===== src/rtl/pb_switch_debouncer.sv =====
// pb_switch_debouncer: synchronise, debounce and edge-detect board keys/switches.
// Each bit owns a stability counter; db_out flips only after a long steady level.
module pb_switch_debouncer #(
    parameter int                N_BITS        = 4,
    parameter int                STABLE_CYCLES = 1000000,
    parameter int                CNT_W         = 20,
    parameter logic [N_BITS-1:0] RESET_VAL     = '1,
    parameter int                EDGE_SEL      = 1
) (
    input  logic              clk_clk,
    input  logic              reset_reset_n,
    input  logic [N_BITS-1:0] raw_in,
    output logic [N_BITS-1:0] db_out,
    output logic [N_BITS-1:0] rise_pulse,
    output logic [N_BITS-1:0] fall_pulse,
    output logic              any_change,
    output logic [N_BITS-1:0] capture,
    input  logic [N_BITS-1:0] capture_clr
);

    // Count value at which the next differing cycle commits the new level.
    localparam logic [CNT_W-1:0] CNT_LAST = CNT_W'(STABLE_CYCLES - 1);

    logic [N_BITS-1:0] sync1;
    logic [N_BITS-1:0] sync2;
    logic [N_BITS-1:0] db_nxt;
    logic [N_BITS-1:0] rise_nxt;
    logic [N_BITS-1:0] fall_nxt;
    logic [N_BITS-1:0] cap_set;

    // Two-flop synchroniser, nothing between the stages.
    always_ff @(posedge clk_clk or negedge reset_reset_n) begin
        if (!reset_reset_n) begin
            sync1 <= RESET_VAL;
            sync2 <= RESET_VAL;
        end else begin
            sync1 <= raw_in;
            sync2 <= sync1;
        end
    end

    for (genvar i = 0; i < N_BITS; i++) begin : g_bit
        logic [CNT_W-1:0] cnt_q;
        logic [CNT_W-1:0] cnt_d;
        logic             db_d;
        logic             rise_d;
        logic             fall_d;
        logic             differ;

        assign differ = sync2[i] != db_out[i];

        // Next count / level: a cnt of zero is the idle state, anything else is counting.
        always_comb begin
            cnt_d  = cnt_q;
            db_d   = db_out[i];
            rise_d = 1'b0;
            fall_d = 1'b0;
            if (differ && (cnt_q == CNT_LAST)) begin
                cnt_d  = '0;
                db_d   = sync2[i];
                rise_d = sync2[i];
                fall_d = ~sync2[i];
            end else if (differ) begin
                cnt_d = cnt_q + 1'b1;
            end else begin
                cnt_d = '0;
            end
        end

        // Counter register; a glitch back to db_out restarts from zero.
        always_ff @(posedge clk_clk or negedge reset_reset_n) begin
            if (!reset_reset_n) begin
                cnt_q <= '0;
            end else begin
                cnt_q <= cnt_d;
            end
        end

        assign db_nxt[i]   = db_d;
        assign rise_nxt[i] = rise_d;
        assign fall_nxt[i] = fall_d;
    end

    // Pick which registered edge feeds the sticky capture flags.
    always_comb begin
        cap_set = rise_pulse | fall_pulse;
        if (EDGE_SEL == 0) begin
            cap_set = rise_pulse;
        end else if (EDGE_SEL == 1) begin
            cap_set = fall_pulse;
        end
    end

    // Output registers; set beats clear so no edge event is lost.
    always_ff @(posedge clk_clk or negedge reset_reset_n) begin
        if (!reset_reset_n) begin
            db_out     <= RESET_VAL;
            rise_pulse <= '0;
            fall_pulse <= '0;
            any_change <= 1'b0;
            capture    <= '0;
        end else begin
            db_out     <= db_nxt;
            rise_pulse <= rise_nxt;
            fall_pulse <= fall_nxt;
            any_change <= |(rise_nxt | fall_nxt);
            capture    <= cap_set | (capture & ~capture_clr);
        end
    end

endmodule


===== config.mk =====
export PLATFORM = sky130hd
export DESIGN_NAME = pb_switch_debouncer
export DESIGN_NICKNAME = d
export VERILOG_FILES = /design/src/rtl/pb_switch_debouncer.sv
export SDC_FILE = /design/constraint.sdc
export NUM_CORES = 1
export LEC_CHECK = 0
export CORE_ASPECT_RATIO = 1.2
export CORE_MARGIN = 2
export CORE_UTILIZATION = 60
export DETAILED_ROUTE_END_ITERATION = 8
export GPL_TIMING_DRIVEN = 0
export PLACE_DENSITY_LB_ADDON = 0.08
export REMOVE_ABC_BUFFERS = 1
export SYNTH_ARGS = -nofsm -noshare
export SYNTH_HDL_FRONTEND = slang
export SYNTH_SLANG_ARGS = --single-unit

===== constraint.sdc =====
create_clock -name clk_clk -period 4.5 [get_ports clk_clk]
set_clock_uncertainty 0.05 [all_clocks]
set_input_delay 1.35 -clock clk_clk [delete_from_list [all_inputs] [get_ports clk_clk]]
set_output_delay 1.35 -clock clk_clk [all_outputs]
set_load 0.02 [all_outputs]

; After elaboration in Yosys (flattened, before gate mapping)
; Cells that the tools add are included.
[classes]
add_sub_neg = 4
n_mul = 0
div = 0
order_cmp = 0
n_eq_ne = 8
shifts = 0
mux = 16
bitwise_logic = 8
reduce_logical = 5
[op_table]
columns = op, n
row1 = 20-bit two-way mux, 8
row2 = 20-bit by 1-bit adder with 20-bit output (second input constant), 4
row3 = 20-bit == test (second input constant), 4
row4 = 1-bit two-way mux, 8
row5 = 4-bit bitwise OR, 2
row6 = 4-bit AND, 1
row7 = 1-bit logical AND, 4
row8 = 1-bit != test, 4
row9 = 1-bit NOT, 4
row10 = 4-bit NOT, 1
row11 = 4-bit OR reduction, 1
[word_totals]
register_bits = 105
latch_bits = 0
mem_bits_rw = 0
mem_bits_ro = 0
input_bits = 10
output_inout_bits = 17
word_cells = 55
memories = 0

; Logic depth before layout (Yosys ltp)
; Gate-level depths: netlist of run 1.
[depth]
ltp_word = 5
ltp_mapped = 7
depth_no_buf = 5

; Least setup slack after synthesis of run 1
; OpenSTA, ideal clock, no wires.
[synth_timing]
path_kind = register -> output
from = register db_out[0]
to = output port db_out[0]
arrival_time_ns = 0.577
required_time_ns = 3.100
path_slack_ns = 2.523
path_stages_with_launch = 1
path_cell_list = dfstp_2
[synth_rtl]
columns = item, line
row1 = from (decl), 13  ; output logic [N_BITS-1:0] db_out,
row2 = from (signal assigned), 103  ; db_out <= db_nxt;
; No word-level cell between the ends.

; Final worst setup path of run 1
[layout_timing]
from = register db_out[0]
to = output port db_out[0]
; No word-level cell between the ends.

==> flow_summary_export.csv, run 1 <==
group,metric,value,unit
run_status,status,"finished, final reports clean",
clock_network,cts_hold_buf,0,
logic_synthesis,synth_area,4870,um2
critical_path,rrSetupSlack,2.16,ns
critical_path,cp-end-kind,"primary output",
placement,io_buffers,26,
pwr,p_leak,2.18,nW
drt,wl_per_cell,14.2,um
logic_synthesis,synth_most_common_cell,"dfrtp_1",
cells_and_area,syn_to_final_growth,11.2,%
clock_network,clock_latency,0.37,ns
clock_network,cts_buffer_depth,2,
global_routing,overflow,0,
sta,grt_setup_unrepaired,"no",
logic_synthesis,synth_ff_type,"dfrtp_1",
cells_and_area,fin_nets,520,
global_routing,grt_pass1_wl,15.1,mm
logic_synthesis,seq_area_frac_synth,0.542,
clock_network,cts_tree,"done",
sta,hold_viol_final,0,
pwr,ir_drop,0.186,mV
cells_and_area,fill_cells,607,
critical_path,required,3.10,ns
drt,drt-initial-drc-count,142,
logic_synthesis,synth_top_area_share,0.477,
die,die_w,86.3,um
sta,maxSlewHeadroom,0.487,
die,die_h,103,um
sta,setup_viol_count_final,0,
die,core,8020,um2
global_routing,grt_pass1_vias,3411,
logic_synthesis,synth_cell_types,41,
logic_synthesis,synth-edff-count,0,
clock_network,postCtsSetupRepairBufs,0,
global_routing,antenna_found_initial,0,
cells_and_area,ff_latch_area,2640,um2
logic_synthesis,ys_top_cells_by_area,"dfrtp_1 48%, dfstp_2 6.5%, xnor2_1 6.3%, nor2_1 5.3%, xor2_1 3.4%",
drt,ant_nets,0,
logic_synthesis,ys_seq_elements,105,
clock_network,htreeDepth,3,
logic_synthesis,synthAdderAreaFrac,0.0103,
logic_synthesis,synthSimpleGateAreaFrac,0.248,
drt,via_count,3495,
global_routing,grt_max_degree,74,
global_routing,grt_use_total,0.213,
cells_and_area,finalNonFillerCells,606,
cells_and_area,diodes,0,
drt,routed_via_density,5.77,
critical_path,critPathKind,"reg -> out",
critical_path,critPathBufInv,1,
logic_synthesis,async_reset_ff_frac,1.00,
sta,timing.fmax,0.339,GHz
clock_network,clk_pin_slew,0.08,ns
critical_path,slowest_delay,0.61,ns
critical_path,cp_max_fo,3,
sta,maxSlewViolCount,0,
drt,drt_pre_antenna_iters,5,
die,die-area,8860,um2
sta,worst_slew_pin_slew,0.769,ns
logic_synthesis,synth_warnings,0,
logic_synthesis,synth.avg_cell_area,10.1,um2
clock_network,clock_sinks,105,
die,rows,36,
pwr,power_density,298,nW/um2
clock_network,cts_buffers,9,
run,maxCapViolCount,0,
logic_synthesis,synthMuxAreaShare,0.00924,
clock_network,cts_root_buf,"clkbuf_8",
die,io_pins,27,
logic_synthesis,synth_xor_area_frac,0.0970,
placement,place_ws,1.71,ns
critical_path,arrival,1.55,ns
placement,place_congestion,0.797,
sta,fin_ws,1.55,ns
pwr,finalPower,1.62,mW
logic_synthesis,synth_top_family_by_area,"simple AND/OR/NAND/NOR gates",
critical_path,crit_family,"buffers and inverters",
cells_and_area,multiInputGateArea,2080,um2
logic_synthesis,yosysTopAreaCell,"dfrtp_1",
logic_synthesis,synth_compound_area_frac,0.0613,
clock_network,post_cts_resized,0,
cells_and_area,drive_gt1_frac,0.0861,
placement,dp.cells,590,
logic_synthesis,synthCells,483,
drt,drc,0,
sta,min_period,2.95,ns
critical_path,cpMaxStageDelayCell,"clkdlybuf4s50_1",
worst_hold_path,hp-class,"reg -> reg",
drt,wl,8.63,mm
critical_path,timing.critical_path.cells,"clkdlybuf4s50_1",
logic_synthesis,synth_common_cells,"93 x dfrtp_1, 69 x nor2_1, 35 x xnor2_1",
placement,dp_hpwl,5.95,mm
die,start_util,0.608,
sta,period_share,0.655,
critical_path,cp-start-kind,"flip-flop",
flip-flops by register name, indices dropped and copies added, names as in the netlist:
name / cells
any_change: 1
capture: 4
db_out: 4
fall_pulse: 4
g_bit.cnt_q: 80
rise_pulse: 4
sync1: 4
sync2: 4
final cells by class:
cell class	count	area share
clock buffers	13	0.0293
clock inverters	3	0.00739
inverters	22	0.0152
multi-input cells	340	0.384
flip-flops and latches	105	0.488
well taps	95	0.0219
repair buffers	28	0.0547
report_power, final:
| part | switching [mW] | internal (mW) | total, mW |
|---|---|---|---|
| sequential | 0.0121 | 0.958 | 0.970 |
| combinational | 0.0403 | 0.0216 | 0.0618 |
| clock | 0.298 | 0.287 | 0.585 |
| total | 0.351 | 1.27 | 1.62 |
cells in the final DEF, fill, tap and decap left out, drive strengths merged, types with 5 or more instances in the layout:
cell and n:
dfrtp 93, nor2 69, xnor2 35, nand3 26, nand2 25, clkdlybuf4s50 25
nand4 24, inv 22, a21oi 22, or4 20, xor2 19, or3 14
nor4 13, nor3 13, clkbuf 13, dfstp 12, o21ai 11, o31ai 10
and2 6, and4 5
through the flow:
stage	util	hold WS (ns)	area [um2]	setup TNS, ns
floorplan	-	0.295	4800	0
global placement	0.646	0.297	5180	-172.89
detailed placement	0.651	0.298	5220	0
CTS	0.676	0.314	5420	0
global route	0.676	0.320	5420	0
finish	0.676	0.313	5420	0
cell families after synthesis:
family	after synthesis
AO/OA/AOI/OAI	50
XOR/XNOR	54
adder cells (fa/ha/maj)	4
buffers and inverters	38
flip-flops	105
multiplexers	4
AND/OR/NAND/NOR	228
final timing paths:
check	depth (start not counted)	startpoint	endpoint
setup / recovery	1	db_out[0]$_DFFE_PN1P_	db_out[0]
hold / removal	0	sync1[0]$_DFF_PN1_	sync2[0]$_DFF_PN1_
setup reg to reg	4	g_bit[0].cnt_q[2]$_DFF_PN0_	g_bit[0].cnt_q[12]$_DFF_PN0_
hold reg to reg	0	sync1[0]$_DFF_PN1_	sync2[0]$_DFF_PN1_
max in group asynchronous	2	reset_reset_n	sync1[0]$_DFF_PN1_
min in group asynchronous	1	reset_reset_n	g_bit[2].cnt_q[18]$_DFF_PN0_
layer usage:
layer  up-vias  routed length (um)  global-route usage
met2        47                4290               0.358
met3         9                 263              0.0408
met1      1704                3960               0.278
li1       1735                   -                   -
met5         -                   0                   0
met4         0                 117              0.0805
Note: power is estimated with default switching activity, not from simulation.
==> run 2: changes to the inputs <==
--- a/config.mk
+++ b/config.mk
@@ -7,7 +7,7 @@
 export LEC_CHECK = 0
 export CORE_ASPECT_RATIO = 1.2
 export CORE_MARGIN = 2
-export CORE_UTILIZATION = 60
+export CORE_UTILIZATION = 54
 export DETAILED_ROUTE_END_ITERATION = 8
 export GPL_TIMING_DRIVEN = 0
 export PLACE_DENSITY_LB_ADDON = 0.08
==> constraint.sdc (replaced) <==
create_clock -name clk_clk -period 2.6 [get_ports clk_clk]
set_clock_uncertainty 0.05 [all_clocks]
set_input_delay 0.78 -clock clk_clk [delete_from_list [all_inputs] [get_ports clk_clk]]
set_output_delay 0.78 -clock clk_clk [all_outputs]
set_load 0.02 [all_outputs]
==> flow_summary_export.csv, run 2 (synthesis results as in run 1) <==
group,metric,value,unit
run_status,status,"finished, final reports clean",
placement,place_ws,0.219,ns
die,start_util,0.548,
worst_hold_path,hold_start,"sync1[2]$_DFF_PN1_",
die,die_w,90.7,um
pwr,ir_drop,0.312,mV
sta,timing.fmax,0.420,GHz
pwr,sequentialPowerShare,0.624,
cells_and_area,layout_commonest_cell,"dfrtp_1",
cells_and_area,top_register,"g_bit.cnt_q",
pwr,pwr-share-clk,0.336,
clock_network,postCtsSetupRepairBufs,0,
cells_and_area,largest_register_ff_count,80,
pwr,comb_power_share,0.041,
drt,routed_via_density,5.44,
drt,drt-initial-drc-count,113,
die,rows,38,
pwr,power_density,496,nW/um2
sta,hold_slack,0.303,ns
worst_hold_path,hp-class,"reg -> reg",
critical_path,rr_worst_depth,6,
clock_network,post_cts_resized,0,
sta,setup_viol_count_final,0,
sta,maxSlewHeadroom,0.486,
critical_path,required,1.77,ns
clock_network,cts_buffers,9,
global_routing,overflow,0,
pwr,p_int,2.07,mW
drt,drt_pre_antenna_iters,4,
placement,io_buffers,26,
cells_and_area,fill_cells,774,
critical_path,timing.critical_path.cells,"clkdlybuf4s50_1",
die,die-area,9810,um2
cells_and_area,diodes,0,
critical_path,r2r-end,"g_bit[0].cnt_q[15]$_DFF_PN0_",
clock_network,cts_tree,"done",
die,io_pins,27,
die,core,8890,um2
worst_hold_path,min_path_cells,0,
sta,min_period,2.38,ns
clock_network,clock_latency,0.37,ns
sta,fin_tns_setup,0,ns
run,maxCapViolCount,0,
drt,drc,0,
global_routing,grt_pass1_wl,15.2,mm
critical_path,cp_max_fo,3,
cells_and_area,fin_nets,521,
sta,grt_setup_unrepaired,"no",
clock_network,cts_root_buf,"clkbuf_8",
cells_and_area,syn_to_final_growth,11.3,%
placement,place_congestion,0.812,
global_routing,antenna_found_initial,0,
critical_path,cpMaxStageDelayCell,"clkdlybuf4s50_1",
global_routing,grt_use_total,0.193,
critical_path,rrSetupSlack,0.22,ns
pwr,p_leak,2.16,nW
clock_network,clock_sinks,105,
drt,wl,8.58,mm
critical_path,crit_family,"buffers and inverters",
placement,dp_hpwl,5.97,mm
critical_path,slowest_delay,0.61,ns
critical_path,cp-end-kind,"primary output",
drt,wl_per_cell,13.6,um
critical_path,critPathBufInv,1,
sta,period_share,0.916,
clock_network,cts_buffer_depth,2,
global_routing,grt_max_degree,54,
pwr,swShare,0.231,
critical_path,arrival,1.55,ns
critical_path,critPathKind,"reg -> out",
critical_path,cp-start-kind,"flip-flop",
clock_network,cts_hold_buf,0,
die,die_h,108,um
worst_hold_path,hold_end,"sync2[2]$_DFF_PN1_",
sta,fin_ws,0.219,ns
cells_and_area,drive_gt1_frac,0.0840,
pwr,power_switching,622,uW
clock_network,htreeDepth,3,
critical_path,r2r_start,"g_bit[0].cnt_q[0]$_DFF_PN0_",
clock_network,clk_pin_slew,0.09,ns
sta,hold_viol_final,0,
sta,maxSlewViolCount,0,
drt,via_count,3437,
cells_and_area,final_cell_mix,"93 x dfrtp_1, 69 x nor2_1, 35 x xnor2_1",
drt,ant_nets,0,
sta,worst_slew_pin_slew,0.771,ns
global_routing,grt_pass1_vias,3408,
## run 2: cell types whose count changed in the layout (fill, tap and decap cells not counted), sizes merged
cell	delta
bufinv	-1
clkinvlp	+1
buf	+1
## run 2: worst max-delay path by stage
| stage | end | start | cells after the start |
|---|---|---|---|
| 2_1_floorplan | g_bit[3].cnt_q[10]$_DFF_PN0_ | g_bit[3].cnt_q[0]$_DFF_PN0_ | 5 |
| 3_3_place_gp | g_bit[0].cnt_q[3]$_DFF_PN0_ | reset_reset_n | 1 |
| 3_5_place_dp | g_bit[0].cnt_q[2]$_DFF_PN0_ | g_bit[0].cnt_q[2]$_DFF_PN0_ | 5 |
| 4_1_cts | db_out[0] | db_out[0]$_DFFE_PN1P_ | 1 |
| 5_1_grt | g_bit[0].cnt_q[7]$_DFF_PN0_ | g_bit[0].cnt_q[2]$_DFF_PN0_ | 5 |
| 6_report | db_out[0] | db_out[0]$_DFFE_PN1P_ | 1 |
## run 2: worst reg2reg max path: stages, from the launching register on
cell and delay [ns]:
dfrtp_1 0.39, ha_1 0.28, inv_1 0.06, or4_1 0.59, o21bai_1 0.61, buf_6 0.24, nor2_1 0.06
## run 2: power by group through the flow
stage | Sequential, mW | Clock (mW) | Combinational (mW)
4_1_cts | 1.68 | 0.937 | 0.113
3_3_place_gp | 1.71 | 0 | 0.103
5_1_grt | 1.68 | 0.995 | 0.130
2_1_floorplan | 1.71 | 0 | 0.0465
3_5_place_dp | 1.71 | 0 | 0.113
6_report | 1.68 | 0.904 | 0.110
## run 2: layout make-up
cell class,count,area [um2],share of cell area
Tap cell,120,150,0.0277
Clock inverter,3,17.5,0.00323
Inverter,22,82.6,0.0152
Clock buffer,13,149,0.0274
Multi-Input combinational cell,340,2080,0.383
Sequential cell,105,2640,0.487
Timing Repair Buffer,29,308,0.0567
## run 2: per-stage QoR
| step | total power [mW] | instance area, um2 | std cells | utilization |
|---|---|---|---|---|
| floorplan | 1.75 | 4800 | 467 | - |
| global placement | 1.81 | 5210 | 613 | 0.586 |
| detailed placement | 1.82 | 5260 | 616 | 0.592 |
| CTS | 2.73 | 5430 | 632 | 0.610 |
| global route | 2.81 | 5430 | 632 | 0.610 |
| finish | 2.69 | 5430 | 632 | 0.610 |
## run 2: routing by layer
layer	up-vias	global-route usage	wire length, um
met1	1651	0.246	3990
li1	1731	-	-
met2	45	0.322	4160
met5	-	0	0
met3	10	0.0411	267
met4	0	0.0791	156
